**src/rtl/apb_master_bridge.sv**
```systemverilog
// apb_master_bridge: single-outstanding valid/ready command channel to APB master.
// Each accepted command runs SETUP/ACCESS on the bus and returns one response.
// An ACCESS phase that waits too long on PREADY is forced to end with a timeout error.
//
// state  | meaning
// -------+-------------------------------------------------------------
// IDLE   | waiting for a command; req_ready high, bus idle
// SETUP  | PSEL high for one cycle with address/control stable
// ACCESS | PSEL and PENABLE high; waiting for PREADY or timeout
// RESP   | response held on rsp_* until the requester takes it
module apb_master_bridge #(
  parameter int ADDR_WIDTH     = 12,
  parameter int DATA_WIDTH     = 32,
  parameter int TIMEOUT_CYCLES = 256
) (
  input  logic                  PCLK,
  input  logic                  PRESET,
  input  logic                  req_valid,
  output logic                  req_ready,
  input  logic [ADDR_WIDTH-1:0] req_addr,
  input  logic                  req_write,
  input  logic [DATA_WIDTH-1:0] req_wdata,
  output logic                  rsp_valid,
  input  logic                  rsp_ready,
  output logic [DATA_WIDTH-1:0] rsp_rdata,
  output logic                  rsp_slverr,
  output logic                  rsp_timeout,
  output logic [ADDR_WIDTH-1:0] PADDR,
  output logic                  PSEL,
  output logic                  PENABLE,
  output logic                  PWRITE,
  output logic [DATA_WIDTH-1:0] PWDATA,
  input  logic [DATA_WIDTH-1:0] PRDATA,
  input  logic                  PREADY,
  input  logic                  PSLVERR
);

  // Counter must hold TIMEOUT_CYCLES itself; a zero timeout still needs a 1-bit counter.
  localparam int CNT_W = (TIMEOUT_CYCLES < 1) ? 1 : $clog2(TIMEOUT_CYCLES + 1);
  localparam bit TO_EN = (TIMEOUT_CYCLES != 0);
  localparam logic [CNT_W-1:0] TO_LAST = CNT_W'((TIMEOUT_CYCLES > 0) ? TIMEOUT_CYCLES - 1 : 0);
  localparam logic [CNT_W-1:0] CNT_MAX = {CNT_W{1'b1}};

  typedef enum logic [1:0] {
    IDLE   = 2'd0,
    SETUP  = 2'd1,
    ACCESS = 2'd2,
    RESP   = 2'd3
  } state_t;

  state_t           state;
  state_t           state_nxt;
  logic [CNT_W-1:0] wait_cnt;
  logic             timeout_hit;

  assign timeout_hit = TO_EN && !PREADY && (wait_cnt == TO_LAST);
  assign req_ready   = (state == IDLE) && !PRESET;
  assign rsp_valid   = (state == RESP);

  // State register plus bus/response datapath; reset drops any transfer in flight.
  always_ff @(posedge PCLK) begin
    if (PRESET) begin
      state       <= IDLE;
      wait_cnt    <= '0;
      PADDR       <= '0;
      PWRITE      <= 1'b0;
      PWDATA      <= '0;
      rsp_rdata   <= '0;
      rsp_slverr  <= 1'b0;
      rsp_timeout <= 1'b0;
    end else begin
      state <= state_nxt;
      case (state)
        IDLE: begin
          if (req_valid) begin
            PADDR  <= req_addr;
            PWRITE <= req_write;
            PWDATA <= req_wdata;
          end
        end
        SETUP: begin
          wait_cnt <= '0;
        end
        ACCESS: begin
          if (PREADY) begin
            rsp_rdata   <= PWRITE ? '0 : PRDATA;
            rsp_slverr  <= PSLVERR;
            rsp_timeout <= 1'b0;
          end else begin
            if (timeout_hit) begin
              rsp_rdata   <= '0;
              rsp_slverr  <= 1'b1;
              rsp_timeout <= 1'b1;
            end
            // Saturate so a disabled timeout can wait forever without wrapping.
            if (wait_cnt != CNT_MAX) begin
              wait_cnt <= wait_cnt + 1'b1;
            end
          end
        end
        default: begin
        end
      endcase
    end
  end

  // Next-state and APB phase strobes.
  always_comb begin
    state_nxt = state;
    PSEL      = 1'b0;
    PENABLE   = 1'b0;
    case (state)
      IDLE: begin
        if (req_valid) begin
          state_nxt = SETUP;
        end
      end
      SETUP: begin
        PSEL      = 1'b1;
        state_nxt = ACCESS;
      end
      ACCESS: begin
        PSEL    = 1'b1;
        PENABLE = 1'b1;
        if (PREADY || timeout_hit) begin
          state_nxt = RESP;
        end
      end
      RESP: begin
        if (rsp_ready) begin
          state_nxt = IDLE;
        end
      end
      default: begin
        state_nxt = IDLE;
      end
    endcase
  end

endmodule

```
**config.mk**
```make
export PLATFORM = sky130hd
export DESIGN_NAME = apb_master_bridge
export DESIGN_NICKNAME = d
export VERILOG_FILES = /design/src/rtl/apb_master_bridge.sv
export SDC_FILE = /design/constraint.sdc
export NUM_CORES = 1
export LEC_CHECK = 0
export BUFFER_PORTS_ARGS = -buffer_cell sky130_fd_sc_hd__buf_4
export CAP_MARGIN = 40
export CORE_ASPECT_RATIO = 1.1
export CORE_UTILIZATION = 49
export CTS_CLUSTER_SIZE = 25
export DETAILED_ROUTE_END_ITERATION = 10
export PLACE_DENSITY = 0.83
export SYNTH_ARGS = -nofsm -noshare
export SYNTH_HDL_FRONTEND = slang
export SYNTH_SLANG_ARGS = --single-unit
```
**constraint.sdc**
```tcl
create_clock -name PCLK -period 3.39 [get_ports PCLK]
set_input_delay 0.1695 -clock PCLK [delete_from_list [all_inputs] [get_ports PCLK]]
set_output_delay 0.1695 -clock PCLK [all_outputs]
set_load 0.02 [all_outputs]
```
==> metrics.md, run 1 <==
| Metric | Value |
|---|---|
| Status | `finished, final reports clean` |
| Switch Pwr | `0.00117 W` |
| Post-DP HPWL | `6.04 mm` |
| Pwr/cell area | `683 nW/µm²` |
| Synth area leaders | `dfxtp_1 (53%), nand2_1 (11%), a21oi_1 (7.2%), a22oi_1 (7.1%), nor2_1 (3.8%)` |
| Syn avg cell area | `between 8 and 9 µm²` |
| Initial DRC Count | `around 150` |
| Root buf cell | `clkbuf_8` |
| Vias in the first global route | `2880` |
| Final setup viols | `0` |
| Worst setup SP type | `register` |
| Syn Std Cell Area | `3390 µm²` |
| Layout cell share with drive strength beyond 1 | `35.3%` |
| Mapped Nets | `480` |
| Sequential share of the synthesized area | `about 53%` |
| Total CTS buffers | `9` |
| Top routing layer used | `met4` |
| RSZ-0062 raised after global routing | `no` |
| FF+latch area | `~1800 µm²` |
| Endpoint class of the critical path | `register` |
| Initial Util | `51.2%` |
| Routed Antenna Nets | `0` |
| Nets | `631` |
| R2r worst-path depth | `7` |
| Final WL | `8.75 mm` |
| Final Hold Fails | `0` |
| Cells after Synth | `390` |
| CTS resizes | `0` |
| Sequential fraction of design power | `about two fifths` |
| Number of cells on the worst hold path | `2` |
| Critical Path AT | `2.30 ns` |
| Die width | `81.3 µm` |
| First-pass GRT wire length | `between 10 and 15 mm` |
| Die Area | `7260 µm²` |
| Die Span Y | `~90 µm` |
| Drt drc | `0` |
| CP Class | `register to register` |
| Setup repair bufs after CTS | `0` |
| CTS H-tree depth | `3` |
| Final Max Tran Viols | `0` |
| PortBufs | `165` |
| Final Critical Period | `2.03 ns` |
| Rows | `31` |
| Synthesized flop and latch total | `90` |
| Syn-to-layout area delta | `44.4%` |
| Total global routing overflow | `0` |
| Worst-margin pin slew | `0.636 ns` |
| Synth Warn # | `0` |
| Worst-path clk slew | `0.09 ns` |
| Total Neg Setup Slack | `0 ns` |
| Total global-route track usage | `about a quarter` |
| Unique masters post-synth | `30` |
| Clock group share of total power | `24.9%` |
| TritonCTS clock tree | `built` |
| Initial antenna violation count | `0` |
| Io pins | `166` |
| Worst VDD drop | `0.357 mV` |
| Met2 wire len | `4.62 mm` |
| Pre-Repair DR Iteration Count | `5` |
| FMAX | `about 0.49 GHz` |
| Min Hold Slack | `0.0503 ns` |
| Fill cells | `506` |
| TritonCTS Sinks | `90` |
| Max-slew headroom | `about 58%` |
| CP required | `3.67 ns` |
| Max-cap viol count | `0` |
| P_int | `0.00218 W` |
| Leakage | `2.16 nW` |
| Area of the multi-input gates | `1450 µm²` |
| Hold WC Path Type | `input pin to register` |
| Worst Clk Skew | `approximately 0.013 ns` |
| Core Region | `6630 µm²` |
| Largest net degree at the start of global routing | `83` |
| Synth area leader | `dfxtp_1` |
| Antenna Cells | `0` |
| Met3 wire len | `521 µm` |
| Final Cycle Share | `roughly three fifths` |
| Total number of vias | `3230` |
| Combinational power share | `35.5%` |
| Final GP Congestion | `0.748` |
| Vias/cell | `5.14` |
| Sw frac | `between 30% and 40%` |
| CTS hold repair buffers | `0` |
| M1 WL | `3.41 mm` |
| WL per Instance | `approximately 14 µm` |
| CTS Buffer Depth | `2` |
| Later-pin clock latency in the skew report | `0.35 ns` |
| Post-synth top area share | `53.1%` |
| CP max FO | `10` |
-- power groups by stage --
stage               clock, W  combinational [W]  sequential, W
finish              0.000835            0.00119        0.00132
global route        0.000895            0.00129        0.00135
CTS                 0.000846            0.00120        0.00133
detailed placement         0            0.00119        0.00135
global placement           0            0.00117        0.00134
floorplan                  0           0.000576        0.00152
-- cells in the final DEF, fill, tap and decap left out, types with 2 or more instances in the layout --
cell,count
a211oi_2,3
a21oi_1,49
a22oi_1,32
and2_1,2
buf_4,169
bufinv_16,2
clkbuf_8,11
clkinvlp_4,2
dfxtp_1,90
ha_1,7
inv_1,4
mux2i_1,6
nand2_1,95
nand2b_1,3
nand3_1,4
nand3b_1,6
nand4_1,2
nor2_1,34
nor2b_1,3
nor3_1,2
o221a_2,2
or3b_1,8
-- path summary, 6_finish.rpt --
path	from	end	slack [ns]
setup / recovery	wait_cnt[0]	wait_cnt[5]	1.36
hold / removal	PREADY	rsp_timeout	0.05
setup reg to reg	wait_cnt[0]	wait_cnt[5]	1.36
hold reg to reg	PWDATA[7]	PWDATA[7]	0.46
-- registers in the layout, indices dropped and copies added (netlist names) --
signal and count:
wait_cnt 9, PWDATA 32, rsp_timeout 1, PADDR 12, rsp_rdata 32, state 2
PWRITE 1, rsp_slverr 1
-- logic make-up after synthesis --
kind of cell / synth area share (%)
AO/OA/AOI/OAI: 17.1
XOR/XNOR: 0.258
adder cells (fa/ha/maj): 2.58
buffers and inverters: 4.31
flip-flops: 53.1
multiplexers: 1.77
AND/OR/NAND/NOR: 20.9
-- cells in the mapped netlist --
library cell / n
buf_2: 6
o21ai_1: 1
and2_1: 2
a211oi_1: 1
dfxtp_1: 90
a211oi_2: 3
ha_1: 7
a21oi_1: 49
or3b_1: 8
nand3_1: 4
xnor2_1: 1
mux2i_1: 6
nand4_1: 2
nor2b_1: 3
inv_1: 4
clkbuf_1: 22
nor3_1: 2
nand2_1: 95
nor2_1: 34
a22oi_1: 32
nor3b_1: 1
buf_4: 1
nand2b_1: 3
a31o_2: 1
a31oi_1: 1
and3b_1: 1
nand3b_1: 6
buf_6: 1
o221a_2: 2
a21boi_1: 1
-- stage by stage --
stage               util [%]  setup WS, ns  area [µm²]  instances  power (W)
floorplan                  -          1.57        3390        390    0.00209
global placement        69.9          1.45        4640        611    0.00250
detailed placement      70.3          1.37        4660        612    0.00254
CTS                     73.9          1.35        4900        628    0.00337
global route            73.9          1.24        4900        628    0.00354
finish                  73.9          1.36        4900        628    0.00335
-- layout make-up --
| type | instances | area share, % |
|---|---|---|
| Timing Repair Buffer | 170 | 26.5 |
| Sequential cell | 90 | 36.8 |
| Inverter | 4 | 0.306 |
| Tap cell | 82 | 2.09 |
| Clock buffer | 11 | 3.09 |
| Multi-Input combinational cell | 266 | 29.6 |
| Clock inverter | 5 | 1.71 |
-- critical path: stages, from the launching register on --
cell      delay, ns
dfxtp_1        0.34
ha_1           0.25
nand3_1        0.09
nor2_1         0.06
ha_1           0.17
or3b_1         0.53
a211oi_2       0.31
mux2i_1        0.21
-- per-layer routing --
metal | vias up | global-route usage (%)
met4 | 0 | 10.1
li1 | 1614 | -
met3 | 18 | 7.76
met2 | 94 | 40.5
met5 | - | 0
met1 | 1504 | 26.5
No activity file was read; power rests on OpenSTA's default activity.
==> inputs of run 2 (changes only) <==
- ABC_AREA: unset -> 1
- CORE_UTILIZATION: 49 -> 47
- PLACE_DENSITY: 0.83 -> 0.78
- clock period: 3.39 -> 1.9 ns (I/O delays scaled with it)
==> run 2 against run 1 <==
Final cell count up 24%. Clock-buffer cell count shrank 1. Utilization rose by 0.59 points. Critical path type unchanged. Critical endpoint is now rsp_rdata[14]. Largest cell class is now buffers.
==> metrics.md, run 2 <==
| Metric | Value |
|---|---|
| Status | `finished, final reports clean` |
| M1 WL | `4.21 mm (+23%)` |
| Pwr Total | `0.00670 W (+100%)` |
| Final Hold Fails | `0 (unchanged)` |
| Syn-to-layout area delta | `52.7%` |
| Fin area | `5890 µm² (+20%)` |
| Initial Util | `48.8% (-2.4 points)` |
| CP Class | `register to register` |
| Final setup viols | `0 (unchanged)` |
| Synthesized flop and latch total | `90 (unchanged)` |
| Top FF cell, synth | `dfxtp_1` |
| Later-pin clock latency in the skew report | `0.35 ns (about the same)` |
| Syn Std Cell Area | `3860 µm² (+14%)` |
| Total global routing overflow | `0 (unchanged)` |
| Vias/cell | `5.06 (-1.6%)` |
| CTS Buffer Depth | `2 (unchanged)` |
| Worst VDD drop | `0.756 mV (+110%)` |
| Die width | `88.4 µm (+8.7%)` |
| HP Start | `req_wdata[28]` |
| Worst-margin pin slew | `0.496 ns (-0.139 ns)` |
| Cells after Synth | `454 (+16%)` |
| PnR worst setup slack | `0.116 ns (-1.25 ns)` |
| CTS H-tree depth | `3 (unchanged)` |
| FF+latch area | `1800 µm² (+0.14%)` |
| Final Cycle Share | `93.9% (+34 points)` |
| Vias in the first global route | `3798 (+32%)` |
| Initial antenna violation count | `0 (unchanged)` |
| Synth Warn # | `0 (unchanged)` |
| Critical Path Source | `wait_cnt[1]` |
| Post-synth top cells | `nor2_1 (106), dfxtp_1 (90), o21ai_0 (50)` |
| Root buf cell | `clkbuf_8` |
| Antenna Cells | `0 (unchanged)` |
| Crit path max-delay family | `simple AND/OR/NAND/NOR gates` |
| R2r worst-path depth | `10 (+3)` |
| Placed cell area | `5070 µm² (+8.8%)` |
| Final GP Congestion | `0.795 (+6.2%)` |
| Die Area | `8580 µm² (+18%)` |
| Layout cell share with drive strength beyond 1 | `39.4% (+4.1 points)` |
| Sequential share of the synthesized area | `46.7% (-6.4 points)` |
| TritonCTS clock tree | `built` |
| Rows | `34 (+9.7%)` |
| Post-layout util | `74.5% (+0.59 points)` |
| Most common cell in the netlist | `nor2_1` |
| Worst flop-to-flop path startpoint | `wait_cnt[1]` |
| Unique masters post-synth | `27 (-10%)` |
| Top routing layer used | `met4` |
| Routed Antenna Nets | `0 (unchanged)` |
| Leakage | `2.53 nW (+17%)` |
| CP Cell Sequence | `ha_2, nand2_1, inv_1, nand2_1, nor2_2, ha_2, nand2_2, buf_12, nand3_1, a21oi_2` |
| Fill cells | `587 (+16%)` |
| Worst-path clk slew | `0.09 ns (about the same)` |
| Drt drc | `0 (unchanged)` |
| Total global-route track usage | `25.3% (+1.8 points)` |
| Met3 wire len | `929 µm (+78%)` |
| Post-DP HPWL | `6.75 mm (+12%)` |
| Cell count along the critical path | `10 (+3)` |
| Hold WC Path Type | `input pin to register` |
| Initial DRC Count | `185 (+22%)` |
| Dpl ws | `0.102 ns (-1.27 ns)` |
| Biggest regs | `PWDATA x32, rsp_rdata x32, PADDR x12` |
| TritonCTS Sinks | `90 (unchanged)` |
| Commonest non-fill, non-tap cell in the layout | `buf_4` |
| Largest net degree at the start of global routing | `48 (-42%)` |
| FFs w/ async S/R, synth | `0% (unchanged)` |
| Slowest-stage cell, CP | `dfxtp_2` |
| Mapped Nets | `544 (+13%)` |
| Io pins | `166 (unchanged)` |
| Endpoint class of the critical path | `register` |
| Syn avg cell area | `8.50 µm² (-2.3%)` |
| PortBufs | `165 (unchanged)` |
| Pwr/cell area | `1140 nW/µm² (+66%)` |
| Total CTS buffers | `9 (unchanged)` |
| Core Region | `7910 µm² (+19%)` |
| Crit path largest cell delay | `0.35 ns (-0.18 ns)` |
| Die Span Y | `97.0 µm (+8.7%)` |
| CP Buf/Inv Count | `2 (+2)` |
| Worst Clk Skew | `0.0102 ns (-0.00273 ns)` |
| Total number of vias | `3939 (+22%)` |
| Critical Path AT | `2.01 ns (-0.29 ns)` |
| Met2 wire len | `5.19 mm (+12%)` |
| Worst setup SP type | `register` |
| Commonest cells after routing, fill and taps aside | `buf_4 (172), nor2_1 (105), dfxtp_1 (88)` |
| Min Hold Slack | `0.00706 ns (-0.0433 ns)` |
| Post-synth top area share | `46.7% (-6.4 points)` |
| CP max FO | `33 (+23)` |
| Max-slew headroom | `66.9% (+9.3 points)` |
| Synth area leaders | `dfxtp_1 (47%), nor2_1 (10%), nand3_2 (7.5%), a21oi_2 (6.6%), o21ai_0 (6.5%)` |
| EDFF count, synth | `0 (unchanged)` |
| Synth area leader | `dfxtp_1` |
| First-pass GRT wire length | `17.2 mm (+33%)` |
| Final Critical Period | `1.78 ns (-0.243 ns)` |
| Max-cap viol count | `0 (unchanged)` |
| CP required | `2.13 ns (-1.54 ns)` |
| WL per Instance | `13.7 µm (-1.5%)` |
| Number of cells on the worst hold path | `3 (+1)` |
| Pre-Repair DR Iteration Count | `4 (-1)` |
| Final WL | `10.7 mm (+22%)` |
| Area of the multi-input gates | `1750 µm² (+20%)` |
| Final Max Tran Viols | `0 (unchanged)` |
| Nets | `755 (+20%)` |
| FMAX | `0.561 GHz (+14%)` |
-- run 2: worst register-to-register path, delay by kind of cell (launching register included) --
| kind | cells | cell delay, ns |
|---|---|---|
| and+or+nand+nor | 5 | 0.53 |
| adders and majority gates | 2 | 0.42 |
| AOI/OAI and AO/OA | 1 | 0.07 |
| DFF | 1 | 0.35 |
| buffers and inverters | 2 | 0.28 |
-- run 2: where the power goes --
| part | switching (W) | internal, W | leakage (nW) | total (W) |
|---|---|---|---|---|
| clock | 0.000694 | 0.000658 | 0.103 | 0.00135 |
| sequential | 0.000224 | 0.00227 | 0.738 | 0.00250 |
| combinational | 0.00172 | 0.00113 | 1.69 | 0.00285 |
-- run 2: path summary, 6_finish.rpt --
kind,end,slack [ns]
max,rsp_rdata[14],0.12
min,PWDATA[28],0.007
max reg2reg,rsp_rdata[14],0.12
min reg2reg,wait_cnt[4],0.47
-- run 2: cell families (layout without fill, tap and decap cells) --
logic type	count (synthesis)	in the layout	synth area share (%)
fa+ha+maj	7	7	2.27
simple gates	208	208	27.2
buf+inv	55	271	8.46
flops	90	90	46.7
compound gates	94	94	15.3
-- run 2: layout make-up --
class,instances,area share [%]
Timing Repair Buffer,232,32.3
Sequential cell,90,30.6
Clock inverter,6,1.23
Tap cell,108,2.29
Clock buffer,10,2.34
Inverter,23,1.61
Multi-Input combinational cell,309,29.6
-- run 2: per-layer routing --
| layer | up-vias | track usage, % |
|---|---|---|
| li1 | 1915 | - |
| met1 | 1813 | 30.3 |
| met2 | 178 | 41.6 |
| met3 | 33 | 6.48 |
| met4 | 0 | 12.2 |
| met5 | - | 0 |
-- run 2: metrics by stage --
step / setup TNS [ns] / instances
detailed placement: 0 / 703
global placement: 0 / 703
finish: 0 / 778
global route: -0.101 / 778
floorplan: 0 / 454
CTS: 0 / 777
-- run 2: timing repair --
action / 4_1_cts / 5_1_grt
buffers inserted: 0 / 0
gates resized for setup: 0 / 7
setup endpoints to repair: 0 / 42
hold buffers: 58 / 1
endpoints found under the hold margin: 58 / 1
==> inputs of run 3 (changes only) <==
==> constraint.sdc (replaced) <==
create_clock -name PCLK -period 1.9 [get_ports PCLK]
set_input_delay 0.19 -clock PCLK [delete_from_list [all_inputs] [get_ports PCLK]]
set_output_delay 0.19 -clock PCLK [all_outputs]
set_load 0.02 [all_outputs]
==> run 3 against run 2 <==
Final cell count fell by 7.6%. Fmax rose by 3.1%. Critical path type unchanged. Clock-buffer cell count rose by 1. Flip-flop and latch count did not move. Worst setup slack improved by 0.054 ns. Critical path depth did not move. Total power fell by 4.0%.
==> metrics.md, run 3 (synthesis results as in run 2) <==
| Metric | Value |
|---|---|
| Initial Util | `48.8% (unchanged)` |
| Sequential fraction of design power | `38.6% (+1.3 points)` |
| CP Class | `register to register` |
| Setup repair bufs after CTS | `0 (unchanged)` |
| Worst setup endpoint | `rsp_rdata[12]` |
| CP max FO | `33 (unchanged)` |
| CTS resizes | `0 (unchanged)` |
| Switch Pwr | `0.00256 W (-3.0%)` |
| Commonest non-fill, non-tap cell in the layout | `buf_4` |
| Root buf cell | `clkbuf_8` |
| First-pass GRT wire length | `15.2 mm (-12%)` |
| Commonest cells after routing, fill and taps aside | `buf_4 (172), nor2_1 (105), dfxtp_1 (89)` |
| Final GP Congestion | `0.805 (+1.3%)` |
| Layout cell share with drive strength beyond 1 | `42.7% (+3.3 points)` |
| Worst-path clk slew | `0.09 ns (about the same)` |
| Die width | `88.4 µm (unchanged)` |
| Max-slew headroom | `66.9% (about the same)` |
| Core Region | `7910 µm² (unchanged)` |
| CTS H-tree depth | `3 (unchanged)` |
| Reg2reg end | `rsp_rdata[12]` |
| Hold WC Path Type | `input pin to register` |
| Syn-to-layout area delta | `36.7%` |
| Placed cell area | `5070 µm² (unchanged)` |
| Initial antenna violation count | `0 (unchanged)` |
| Clock group share of total power | `19.0% (-1.2 points)` |
| Worst setup SP type | `register` |
| Total number of vias | `3594 (-8.8%)` |
| Placed insts | `703 (unchanged)` |
| FMAX | `0.578 GHz (+3.1%)` |
| TritonCTS Sinks | `90 (unchanged)` |
| Endpoint class of the critical path | `register` |
| Total Neg Setup Slack | `0 ns (unchanged)` |
| Antenna Cells | `0 (unchanged)` |
| Status | `finished, final reports clean` |
| Die Span Y | `97.0 µm (unchanged)` |
| Io pins | `166 (unchanged)` |
| Non-Filler Instances | `719 (-7.6%)` |
| Final Hold Fails | `0 (unchanged)` |
| CTS Buffer Depth | `2 (unchanged)` |
| Biggest regs | `PWDATA x32, rsp_rdata x32, PADDR x12` |
| Drt drc | `0 (unchanged)` |
| Final WL | `9.42 mm (-12%)` |
| Rows | `34 (unchanged)` |
| CP required | `2.13 ns (about the same)` |
| R2R Setup Slk | `0.17 ns (+0.05 ns)` |
| Critical Path AT | `1.96 ns (-0.05 ns)` |
| Leakage | `2.28 nW (-10%)` |
| Combinational power share | `42.4% (about the same)` |
| Final Max Tran Viols | `0 (unchanged)` |
| RSZ-0062 raised after global routing | `no` |
| Worst VDD drop | `0.671 mV (-11%)` |
| Post-DP HPWL | `6.73 mm (-0.38%)` |
| Final setup viols | `0 (unchanged)` |
| Final Cycle Share | `91.0% (-2.8 points)` |
| R2r worst-path depth | `10 (unchanged)` |
| Total CTS buffers | `9 (unchanged)` |
| Total global routing overflow | `0 (unchanged)` |
| Sw frac | `39.8% (+0.41 points)` |
| Vias/cell | `5.00 (-1.3%)` |
| TritonCTS clock tree | `built` |
| Fin area | `5270 µm² (-10%)` |
| Die Area | `8580 µm² (unchanged)` |
| Critical Path Source | `wait_cnt[1]` |
| Later-pin clock latency in the skew report | `0.35 ns (about the same)` |
| Total global-route track usage | `22.3% (-3.0 points)` |
| Vias in the first global route | `3505 (-7.7%)` |
| Worst flop-to-flop path startpoint | `wait_cnt[1]` |
| P_int | `0.00387 W (-4.7%)` |
| Pre-Repair DR Iteration Count | `6 (+2)` |
| CTS hold repair buffers | `0 (-100%)` |
| Max-cap viol count | `0 (unchanged)` |
| Final Critical Period | `1.73 ns (-0.0541 ns)` |
| Worst-margin pin slew | `0.496 ns (-0.000361 ns)` |
| PortBufs | `165 (unchanged)` |
| Pwr/cell area | `1220 nW/µm² (+7.2%)` |
| Nets | `696 (-7.8%)` |
| Worst Clk Skew | `0.00595 ns (-0.00427 ns)` |
| WL per Instance | `13.1 µm (-4.4%)` |
| Largest net degree at the start of global routing | `48 (unchanged)` |
| Routed Antenna Nets | `0 (unchanged)` |
| Initial DRC Count | `110 (-41%)` |
## run 3: cell count changes in the layout (fill, tap and decap cells not counted)
cell	previous run	this run
ha_1	4	6
clkinv_2	1	2
clkinv_4	2	1
dfxtp_1	88	89
clkbuf_8	10	11
bufinv_16	1	0
clkinvlp_4	1	2
inv_6	3	2
dlygate4sd3_1	59	0
ha_2	3	1
dfxtp_2	2	1
## run 3: area by class of cell
type | instances | area (µm²)
clock buffers | 11 | 151
multi-input cells | 309 | 1740
fillers | 711 | 2640
flip-flops and latches | 90 | 1800
repair buffers | 173 | 1310
well taps | 108 | 135
inverters | 23 | 95.1
clock inverters | 5 | 37.5
## run 3: worst min path at each step
stage | start | to | cells after the start
6_report | req_wdata[6] | PWDATA[6] | 3
5_1_grt | req_wdata[19] | PWDATA[19] | 3
4_1_cts | req_wdata[6] | PWDATA[6] | 3
3_5_place_dp | wait_cnt[4] | wait_cnt[4] | 2
3_3_place_gp | req_addr[5] | PADDR[5] | 3
2_1_floorplan | PRDATA[22] | rsp_rdata[22] | 2
## run 3: stage by stage
stage	util, %	hold WS, ns	setup WS [ns]	total power, W
5_1_grt	66.7	0.0787	0.00886	0.00686
3_5_place_dp	64.1	0.447	0.158	0.00526
3_3_place_gp	64.1	0.440	0.225	0.00519
6_report	66.7	0.0863	0.171	0.00643
2_1_floorplan	-	0.334	0.273	0.00439
4_1_cts	66.5	0.0679	0.129	0.00648
## run 3: power groups by stage
stage	logic, W	clock network [W]	registers (W)
2_1_floorplan	0.00148	0	0.00291
3_3_place_gp	0.00268	0	0.00251
3_5_place_dp	0.00274	0	0.00253
4_1_cts	0.00274	0.00126	0.00249
5_1_grt	0.00300	0.00133	0.00253
6_report	0.00272	0.00122	0.00248
## run 3: metal layers
layer  global-route usage [%]  share of wire, %  wire length, µm  vias to the layer above
met5                        0                 0                0                        -
met4                     9.55               2.0              189                        0
met3                     6.91               8.9              840                       15
met2                     38.2                49             4600                      133
met1                     25.0                40             3800                     1649
li1                         -                 -                -                     1797
## run 3: worst max-delay path, stage by stage (launching register included)
cell and delay [ns]:
dfxtp_1 0.36, ha_1 0.19, nand2_1 0.06, inv_1 0.11, nand2_1 0.08, nor2_2 0.14, ha_2 0.22, nand2_2 0.07
buf_12 0.18, nand3_1 0.12, a21oi_2 0.06
